**src/rtl/register_status_table.sv**
```systemverilog
// Pending-write scoreboard: marks destination registers pending on issue, clears them on
// writeback tag match, and returns a registered lookup of both sources one cycle after issue.
// Define REGSTAT_WB_BYPASS_EN to forward same-cycle writeback clears into the lookup.
module register_status_table #(
    parameter int NREGS = 32,
    parameter int ROW_W = 5,
    parameter int TAG_W = 3,
    parameter int CNT_W = 6
) (
    input  logic             clock,
    input  logic             reset_n,
    input  logic             issue_valid,
    input  logic             issue_wr,
    input  logic [ROW_W-1:0] issue_rd,
    input  logic [TAG_W-1:0] issue_tag,
    input  logic [ROW_W-1:0] issue_rs1,
    input  logic [ROW_W-1:0] issue_rs2,
    input  logic             stalled,
    input  logic             wb_valid,
    input  logic [TAG_W-1:0] wb_tag,
    output logic             ass1_pending,
    output logic [ROW_W-1:0] ass1_row,
    output logic [TAG_W-1:0] ass1_tag,
    output logic             ass2_pending,
    output logic [ROW_W-1:0] ass2_row,
    output logic [TAG_W-1:0] ass2_tag,
    output logic [CNT_W-1:0] pending_count
);

    localparam logic [CNT_W:0] CNT_MAX = (CNT_W+1)'(NREGS);

    logic [NREGS-1:0] pend_q, pend_d;
    logic [TAG_W-1:0] tag_q [NREGS];
    logic [TAG_W-1:0] tag_d [NREGS];

    logic             ass1_pending_q, ass1_pending_d;
    logic [ROW_W-1:0] ass1_row_q,     ass1_row_d;
    logic [TAG_W-1:0] ass1_tag_q,     ass1_tag_d;
    logic             ass2_pending_q, ass2_pending_d;
    logic [ROW_W-1:0] ass2_row_q,     ass2_row_d;
    logic [TAG_W-1:0] ass2_tag_q,     ass2_tag_d;
    logic [CNT_W-1:0] cnt_q,          cnt_d;

    logic             accept;
    logic             set_en;
    logic [NREGS-1:0] set_vec;
    logic [NREGS-1:0] clr_vec;
    logic [NREGS-1:0] clr_eff;
    logic             inc;
    logic [CNT_W-1:0] nclr;
    logic [CNT_W:0]   cnt_sum;
    logic [CNT_W:0]   cnt_diff;
    logic             src1_hit;
    logic             src2_hit;

    // Table update: a set on the same entry as a clear wins.
    always_comb begin
        accept = issue_valid & ~stalled;
        set_en = accept & issue_wr & (issue_rd != '0);
        set_vec = '0;
        clr_vec = '0;
        pend_d  = pend_q;
        for (int i = 0; i < NREGS; i++) begin
            set_vec[i] = set_en && (issue_rd == ROW_W'(i));
            clr_vec[i] = wb_valid && pend_q[i] && (tag_q[i] == wb_tag);
            tag_d[i]   = tag_q[i];
            if (set_vec[i]) begin
                pend_d[i] = 1'b1;
                tag_d[i]  = issue_tag;
            end else if (clr_vec[i]) begin
                pend_d[i] = 1'b0;
                tag_d[i]  = '0;
            end
        end
    end

    // Incremental count; a clear cancelled by a set on the same entry is not counted.
    always_comb begin
        clr_eff = clr_vec & ~set_vec;
        inc     = set_en & ~pend_q[issue_rd];
        nclr    = '0;
        for (int i = 0; i < NREGS; i++) begin
            nclr = nclr + CNT_W'(clr_eff[i]);
        end
        cnt_sum  = {1'b0, cnt_q} + {{CNT_W{1'b0}}, inc};
        cnt_diff = cnt_sum - {1'b0, nclr};
        if (cnt_sum <= {1'b0, nclr}) begin
            cnt_d = '0;
        end else if (cnt_diff > CNT_MAX) begin
            cnt_d = CNT_MAX[CNT_W-1:0];
        end else begin
            cnt_d = cnt_diff[CNT_W-1:0];
        end
    end

    // Lookups read pre-update state, so an instruction never sees its own destination.
    always_comb begin
`ifdef REGSTAT_WB_BYPASS_EN
        src1_hit = (issue_rs1 != '0) && pend_q[issue_rs1] && !clr_vec[issue_rs1];
        src2_hit = (issue_rs2 != '0) && pend_q[issue_rs2] && !clr_vec[issue_rs2];
`else
        src1_hit = (issue_rs1 != '0) && pend_q[issue_rs1];
        src2_hit = (issue_rs2 != '0) && pend_q[issue_rs2];
`endif
        ass1_pending_d = ass1_pending_q;
        ass1_row_d     = ass1_row_q;
        ass1_tag_d     = ass1_tag_q;
        ass2_pending_d = ass2_pending_q;
        ass2_row_d     = ass2_row_q;
        ass2_tag_d     = ass2_tag_q;
        if (accept) begin
            ass1_pending_d = src1_hit;
            ass1_row_d     = issue_rs1;
            ass1_tag_d     = src1_hit ? tag_q[issue_rs1] : '0;
            ass2_pending_d = src2_hit;
            ass2_row_d     = issue_rs2;
            ass2_tag_d     = src2_hit ? tag_q[issue_rs2] : '0;
        end
    end

    always_ff @(posedge clock or negedge reset_n) begin
        if (!reset_n) begin
            pend_q         <= '0;
            for (int i = 0; i < NREGS; i++) begin
                tag_q[i] <= '0;
            end
            ass1_pending_q <= 1'b0;
            ass1_row_q     <= '0;
            ass1_tag_q     <= '0;
            ass2_pending_q <= 1'b0;
            ass2_row_q     <= '0;
            ass2_tag_q     <= '0;
            cnt_q          <= '0;
        end else begin
            pend_q         <= pend_d;
            for (int i = 0; i < NREGS; i++) begin
                tag_q[i] <= tag_d[i];
            end
            ass1_pending_q <= ass1_pending_d;
            ass1_row_q     <= ass1_row_d;
            ass1_tag_q     <= ass1_tag_d;
            ass2_pending_q <= ass2_pending_d;
            ass2_row_q     <= ass2_row_d;
            ass2_tag_q     <= ass2_tag_d;
            cnt_q          <= cnt_d;
        end
    end

    assign ass1_pending  = ass1_pending_q;
    assign ass1_row      = ass1_row_q;
    assign ass1_tag      = ass1_tag_q;
    assign ass2_pending  = ass2_pending_q;
    assign ass2_row      = ass2_row_q;
    assign ass2_tag      = ass2_tag_q;
    assign pending_count = cnt_q;

endmodule

```
**config.mk**
```make
export PLATFORM = sky130hd
export DESIGN_NAME = register_status_table
export DESIGN_NICKNAME = d
export VERILOG_FILES = /design/src/rtl/register_status_table.sv
export SDC_FILE = /design/constraint.sdc
export NUM_CORES = 1
export LEC_CHECK = 0
export CORE_MARGIN = 4
export CORE_UTILIZATION = 51
export DETAILED_ROUTE_END_ITERATION = 10
export PLACE_DENSITY_LB_ADDON = 0.3
export SYNTH_ARGS = -nofsm -noshare
export SYNTH_HDL_FRONTEND = slang
export SYNTH_SLANG_ARGS = --single-unit
```
**constraint.sdc**
```tcl
create_clock -name clock -period 8.04 [get_ports clock]
set_input_delay 1.608 -clock clock [delete_from_list [all_inputs] [get_ports clock]]
set_output_delay 1.608 -clock clock [all_outputs]
set_load 0.05 [all_outputs]
```
-- Word-level counts from Yosys, hierarchy flattened
Index checks and enable logic that the tools add are counted.
W data, S select, Z words.
- register bits: 152
- input bits: 27
- add/subtract/negate cells: 33
- order comparisons: 7
- eq/ne operators: 63
- muxes and demuxes: 144
- bitwise operators: 10
- reduce and logical (&&, ||, !) cells: 134
- operators by type and width (operator ; number):
    $mux W3 ; 70
    $add A6 B1 Y6 ; 26
    $logic_and A1 B1 Y1 ; 98
    $eq A3 B3 Y1 ; 32
    $eq A5 B5 Y1 const B ; 16
    $mux W1 ; 67
    $reduce_bool A2 Y1 ; 32
    $eq A5 B4 Y1 const B ; 8
    $and A32 B32 Y32 ; 1
    $not A32 Y32 ; 1
    $bmux W3 S5 ; 2
    $eq A5 B3 Y1 const B ; 4
    $lt A5 B6 Y1 const B ; 3
    $bmux W1 S5 ; 3
    $reduce_bool A5 Y1 ; 3
    $ge A6 B6 Y1 const B ; 2
    $mux W6 ; 2
    $not A5 Y6 ; 2
    $eq A5 B2 Y1 const B ; 2
    $add A6 B1 Y7 ; 1
    $gt A7 B6 Y1 const B ; 1
    $le A7 B6 Y1 ; 1
    $sub A7 B6 Y7 ; 1
    $add A5 B1 Y6 ; 1
    8 further kinds ; 12

-- Logic depth before layout (Yosys ltp)
- depth after elaboration: 42
- depth in mapped cells: 28

-- Worst setup path after synthesis
OpenSTA, ideal clock, no wires.
- path kind: input to register
- start: in wb_tag[1]
- end: reg cnt_q[3], in the netlist pending_count[3]
- library setup time: 0.125 ns
- arrival: 8.011 ns
- setup slack: -0.096 ns
- stages: 24
- path buffers: 2
- cells stage by stage: clkbuf_1 > buf_2 > xnor2_1 > nand3_1 > nor3_1 > nand2_1 > fa_1 > fa_1 > inv_1 > fa_1 > inv_1 > fa_1 > fa_1 > fa_1 > inv_1 > ha_1 > inv_1 > fa_1 > fa_1 > a21o_1 > a211o_1 > a21oi_1 > xnor2_1 > a2111oi_0
- word-level cells in the longest chain between the ends: 38
- ends and longest elaborated chain (element ; RTL line ; text):
    start, declared ; 20 ; input logic [TAG_W-1:0] wb_tag,
    $eq A3 B3 Y1 ; 65 ; clr_vec[i] = wb_valid && pend_q[i] && (tag_q[i] == wb_tag);
    $logic_and A1 B1 Y1 ; 65 ;
    $and A32 B32 Y32 (*) ; 79 ; clr_eff = clr_vec & ~set_vec;
    $add A1 B1 Y2 ; 83 ; nclr = nclr + CNT_W'(clr_eff[i]);
    $add A2 B1 Y3 ; 83 ;
    $add A3 B1 Y4 ; 83 ;
    $add A4 B1 Y5 ; 83 ;
    $add A5 B1 Y6 ; 83 ;
    $add A6 B1 Y6 (25 in a row) ; 83 ;
    $add A6 B1 Y6 (*) ; 83 ;
    $sub A7 B6 Y7 ; 86 ; cnt_diff = cnt_sum - {1'b0, nclr};
    $gt A7 B6 Y1 ; 89 ; end else if (cnt_diff > CNT_MAX) begin
    $mux W6 ; 89 ;
    $mux W6 (*) ; 87 ; if (cnt_sum <= {1'b0, nclr}) begin
    net cnt_d[3] ; 42 ; logic [CNT_W-1:0] cnt_q, cnt_d;
    end signal, assigned ; 145 ; cnt_q <= cnt_d;
    end, declared ; 42 ;
The timed path passes the listed nets; every way through them passes the cells marked *.
A chain may end at the register's enable or synchronous reset.

-- Worst setup path in the final report
- start: in issue_rd[3]
- end: reg cnt_q[2], in the netlist pending_count[2]
- word-level cells in the longest chain between the ends: 40
- ends and longest elaborated chain (element ; RTL line ; text):
    start, declared ; 14 ; input logic [ROW_W-1:0] issue_rd,
    $reduce_bool A5 Y1 ; 59 ; set_en = accept & issue_wr & (issue_rd != '0);
    $and A1 B1 Y1 ; 59 ;
    $logic_and A1 B1 Y1 ; 64 ; set_vec[i] = set_en && (issue_rd == ROW_W'(i));
    $not A32 Y32 ; 79 ;
    $and A32 B32 Y32 ; 79 ;
    $add A1 B1 Y2 ; 83 ;
    $add A2 B1 Y3 ; 83 ;
    $add A3 B1 Y4 ; 83 ;
    $add A4 B1 Y5 ; 83 ;
    $add A5 B1 Y6 ; 83 ;
    $add A6 B1 Y6 (26 in a row) ; 83 ;
    $sub A7 B6 Y7 ; 86 ;
    $gt A7 B6 Y1 ; 89 ;
    $mux W6 ; 89 ;
    $mux W6 (*) ; 87 ;
    net cnt_d[2] ; 42 ;
The timed path passes the listed nets; every way through them passes the cells marked *. The select of a mux whose other input is x is not followed.

==> results.py <==
metrics = {
    "drt": {
        "route.detailed.wl_per_inst_um": 22.0,
        "dr.first_iter.drc_count": 1229,
        "drtAntennaViolNets": 0,
        "drt-total-wl_mm": 35.7,
        "via_count": 9958,
        "vias_per_cell": 6.15,
        "drc_errors": 1,
        "first_pass_iters": 9,
    },
    "global_route": {
        "grt_pass1_vias": 9748,
        "grt_pass1_wl_mm": 55.3,
        "antenna_found_initial": 0,
        "grt_max_degree": 81,
        "grt_overflow": 0,
        "grt_use_total": 0.294,
    },
    "synth": {
        "synth.distinct_cells": 57,
        "synth.avg_cell_area_um2": 9.31,
        "ys_warn_count": 0,
        "synth_commonest_cells": "204 x nand2_1, 152 x dfrtp_1, 85 x nand2b_1",
        "synth_area_leader_cell": "dfrtp_1",
        "yosysMostFrequentCell": "nand2_1",
        "ys_ff_latch": 152,
        "syn_inst": 1194,
        "ys.flop_type": "dfrtp_1",
        "async_reset_ff_frac": 1.00,
        "yosysSeqAreaShare": 0.342,
        "netlist_area_um2": 11100,
        "synth_edf_count": 0,
        "synth_nets": 1261,
        "synthTopCellsByArea": "dfrtp_1 34%, mux4_2 13%, nand2_1 6.9%",
        "synth_top_cell_area_share": 0.342,
    },
    "cts": {
        "cts_tree": "yes",
        "hold_buffers": 0,
        "htreeDepth": 4,
        "cts_made_buffers": 17,
        "cts_root_buf": "clkbuf_16",
        "path_clk_slew_ns": 0.06,
        "clk_latency_ns": 0.43,
        "cts.path.max_buffers": 2,
        "cts.sink_count": 152,
    },
    "worst_setup_path": {
        "crit_path_end_kind": "flop",
        "r2r-start": "tag_q[13]",
        "critPathSlowestCell": "fa_2",
        "cp.required_ns": 8.38,
        "r2r_end": "pending_count[2]",
        "crit_fanout": 5,
        "r2r_cells": 23,
        "max_stage_delay_ns": 0.60,
        "critical_path_buf_inv_count": 6,
        "path_cells": "clkdlybuf4s50_1 > buf_4 > nor2_1 > nand2_1 > o21ai_1 > buf_4 > fa_1 > fa_1 > fa_1 > fa_1 > fa_1 > fa_1 > inv_1 > ha_2 > inv_1 > fa_2 > ha_1 > nor2b_2 > o21ai_1 > nor3b_2 > o211ai_1 > buf_4 > a211oi_2",
        "crit_path_frequent_cell": "fa_1",
        "critPathLaunchType": "input port",
        "ff2ff_setup_slack_ns": 1.41,
        "crit_arrival_ns": 8.19,
        "worstSetupPathType": "input port to flop",
        "critical_path.top_delay_family": "adder cells",
    },
    "cells_and_area": {
        "nFillCells": 1753,
        "postLayoutCoreUtil": 0.638,
        "nets": 1398,
        "drive_gt1_frac": 0.207,
        "diodes": 0,
        "syn_to_final_growth_pct": 21.9,
        "stdcell_area_um2": 13500,
    },
    "placed_design": {
        "place_area_um2": 12700,
        "hpwl_mm": 25.6,
        "gp_congestion": 0.977,
        "io_buffers": 50,
    },
    "timing": {
        "drv_slew": 0,
        "period_minus_slack_ns": 7.86,
        "setup_viol": 0,
        "fin_crit_sh": 0.977,
        "slew_headroom": 0.294,
        "hold_viol": 0,
        "max_freq_mhz": 127,
        "clock_skew_ns": 0.0107,
        "tightest_slew_ns": 1.06,
    },
    "die": {
        "die-width_um": 156,
        "fp.coreArea_um2": 21200,
        "design.portCount": 51,
        "fp-row-count": 53,
        "start_util": 0.524,
        "fp.dieH_um": 156,
        "die_area_um2": 24200,
    },
    "hold_path": {
        "holdPathStages": 2,
        "hp-class": "flop to flop",
        "min_from": "ass1_row[0]",
        "min_to": "ass1_row[0]",
    },
    "run_status": {
        "status": "complete, but fails checks",
        "violations": "DRC",
    },
    "power": {
        "power_frac_seq": 0.354,
        "intPower_w": 0.00197,
        "ir_drop_uv": 168,
        "clockPowerShare": 0.286,
        "power_frac_comb": 0.360,
        "p_sw_w": 0.00109,
        "p_leak_nw": 5.88,
        "switching_share": 0.357,
        "cellPowerDensity_nw_per_um2": 226,
    },
    "job": {
        "maxCapViolations": 0,
    },
}
layout by cell type, fill, tap and decap left out, types with 6 or more instances in the layout:
| master | n |
|---|---|
| dlymetal6s2s_1 | 6 |
| a21o_1 | 11 |
| o22ai_1 | 7 |
| nor2b_1 | 11 |
| clkbuf_16 | 17 |
| nand2_1 | 203 |
| nor3_1 | 34 |
| xor2_1 | 68 |
| ha_1 | 14 |
| mux2i_1 | 14 |
| o21ai_1 | 53 |
| nor3_2 | 6 |
| buf_12 | 11 |
| nand4_1 | 8 |
| inv_1 | 61 |
| fa_1 | 23 |
| nor2_1 | 50 |
| o21ai_0 | 77 |
| buf_4 | 119 |
| nand3b_1 | 8 |
| mux4_2 | 64 |
| nand3_1 | 54 |
| dfrtp_1 | 152 |
| xnor2_1 | 36 |
| nand2b_1 | 85 |
| a21oi_1 | 12 |
| buf_2 | 9 |
| clkdlybuf4s50_1 | 34 |
cells by family (layout without fill, tap and decap cells):
group	Yosys count	count (layout)	synth area share
flip-flops	152	152	0.342
buffers and inverters	123	273	0.0457
XOR/XNOR	106	106	0.0835
AND/OR/NAND/NOR	489	489	0.211
adder cells (fa/ha/maj)	40	40	0.0619
AO/OA/AOI/OAI	200	200	0.105
multiplexers	84	84	0.151
final cells by class:
class,instances,area [µm²],area share
multi-input combinational,919,6950,0.513
inverter,61,229,0.0169
clock buffer,21,460,0.0340
clock inverter,11,171,0.0127
sequential,152,3800,0.281
timing repair buffer,180,1590,0.117
tap,275,344,0.0254
power groups by stage:
stage / registers [W] / logic [W] / clock network, W
floorplan: 0.00107 / 0.000594 / 0
global placement: 0.00107 / 0.000981 / 0
detailed placement: 0.00108 / 0.000997 / 0
CTS: 0.00107 / 0.00101 / 0.000879
global route: 0.00109 / 0.00119 / 0.000913
finish: 0.00108 / 0.00110 / 0.000875
layer usage:
metal  wire length [µm]  vias up  GRT usage
li1                   -     4409          -
met1              14200     4840      0.400
met2              16500      599      0.465
met3               3790      110     0.0799
met4               1240        0     0.0892
met5                  0        -          0
registers in the layout, summed over array words and instances (netlist names):
name / count
ass1_pending: 1
ass1_row: 5
ass1_tag: 3
ass2_pending: 1
ass2_row: 5
ass2_tag: 3
pend_q: 32
pending_count: 6
tag_q: 96
how the worst max path moves through the flow:
stage,startpoint,end,slack (ns),cells past startpoint
after floorplan,wb_tag[1],pending_count[3],0.03,24
after global placement,stalled,pending_count[3],-0.41,27
after detailed placement,stalled,pending_count[3],-0.51,27
after CTS,stalled,pending_count[3],-0.01,27
after global routing,issue_rd[2],pending_count[0],-0.04,28
final,issue_rd[3],pending_count[2],0.18,23
timing repair:
action,CTS,global route
buffers inserted,0,7
resized for setup,4,42
pin swaps,1,15
setup endpoints to repair,4,6
worst reg2reg max path, cell delays in order (launching register included):
cell,delay [ns]
dfrtp_1,0.45
xnor2_1,0.16
nand3_1,0.11
nor3_2,0.20
nand2_1,0.11
fa_1,0.52
fa_1,0.55
inv_1,0.05
fa_1,0.49
inv_1,0.08
fa_1,0.51
fa_1,0.52
fa_1,0.40
inv_1,0.08
ha_2,0.19
inv_1,0.06
fa_2,0.60
ha_1,0.25
nor2b_2,0.19
o21ai_1,0.15
nor3b_2,0.29
o211ai_1,0.17
buf_4,0.19
a211oi_2,0.21
per-stage QoR:
step	setup WS, ns	power, W	std cells	hold WS [ns]	setup TNS [ns]
after CTS	-0.0138	0.00296	1612	0.483	-0.0138
after floorplan	0.0271	0.00166	1194	0.464	0
after detailed placement	-0.506	0.00208	1580	0.468	-2.71
final	0.183	0.00306	1619	0.477	0
after global routing	-0.0369	0.00320	1619	0.511	-0.113
after global placement	-0.414	0.00205	1580	0.453	-2.22
Note: power is estimated with default switching activity, not from simulation.
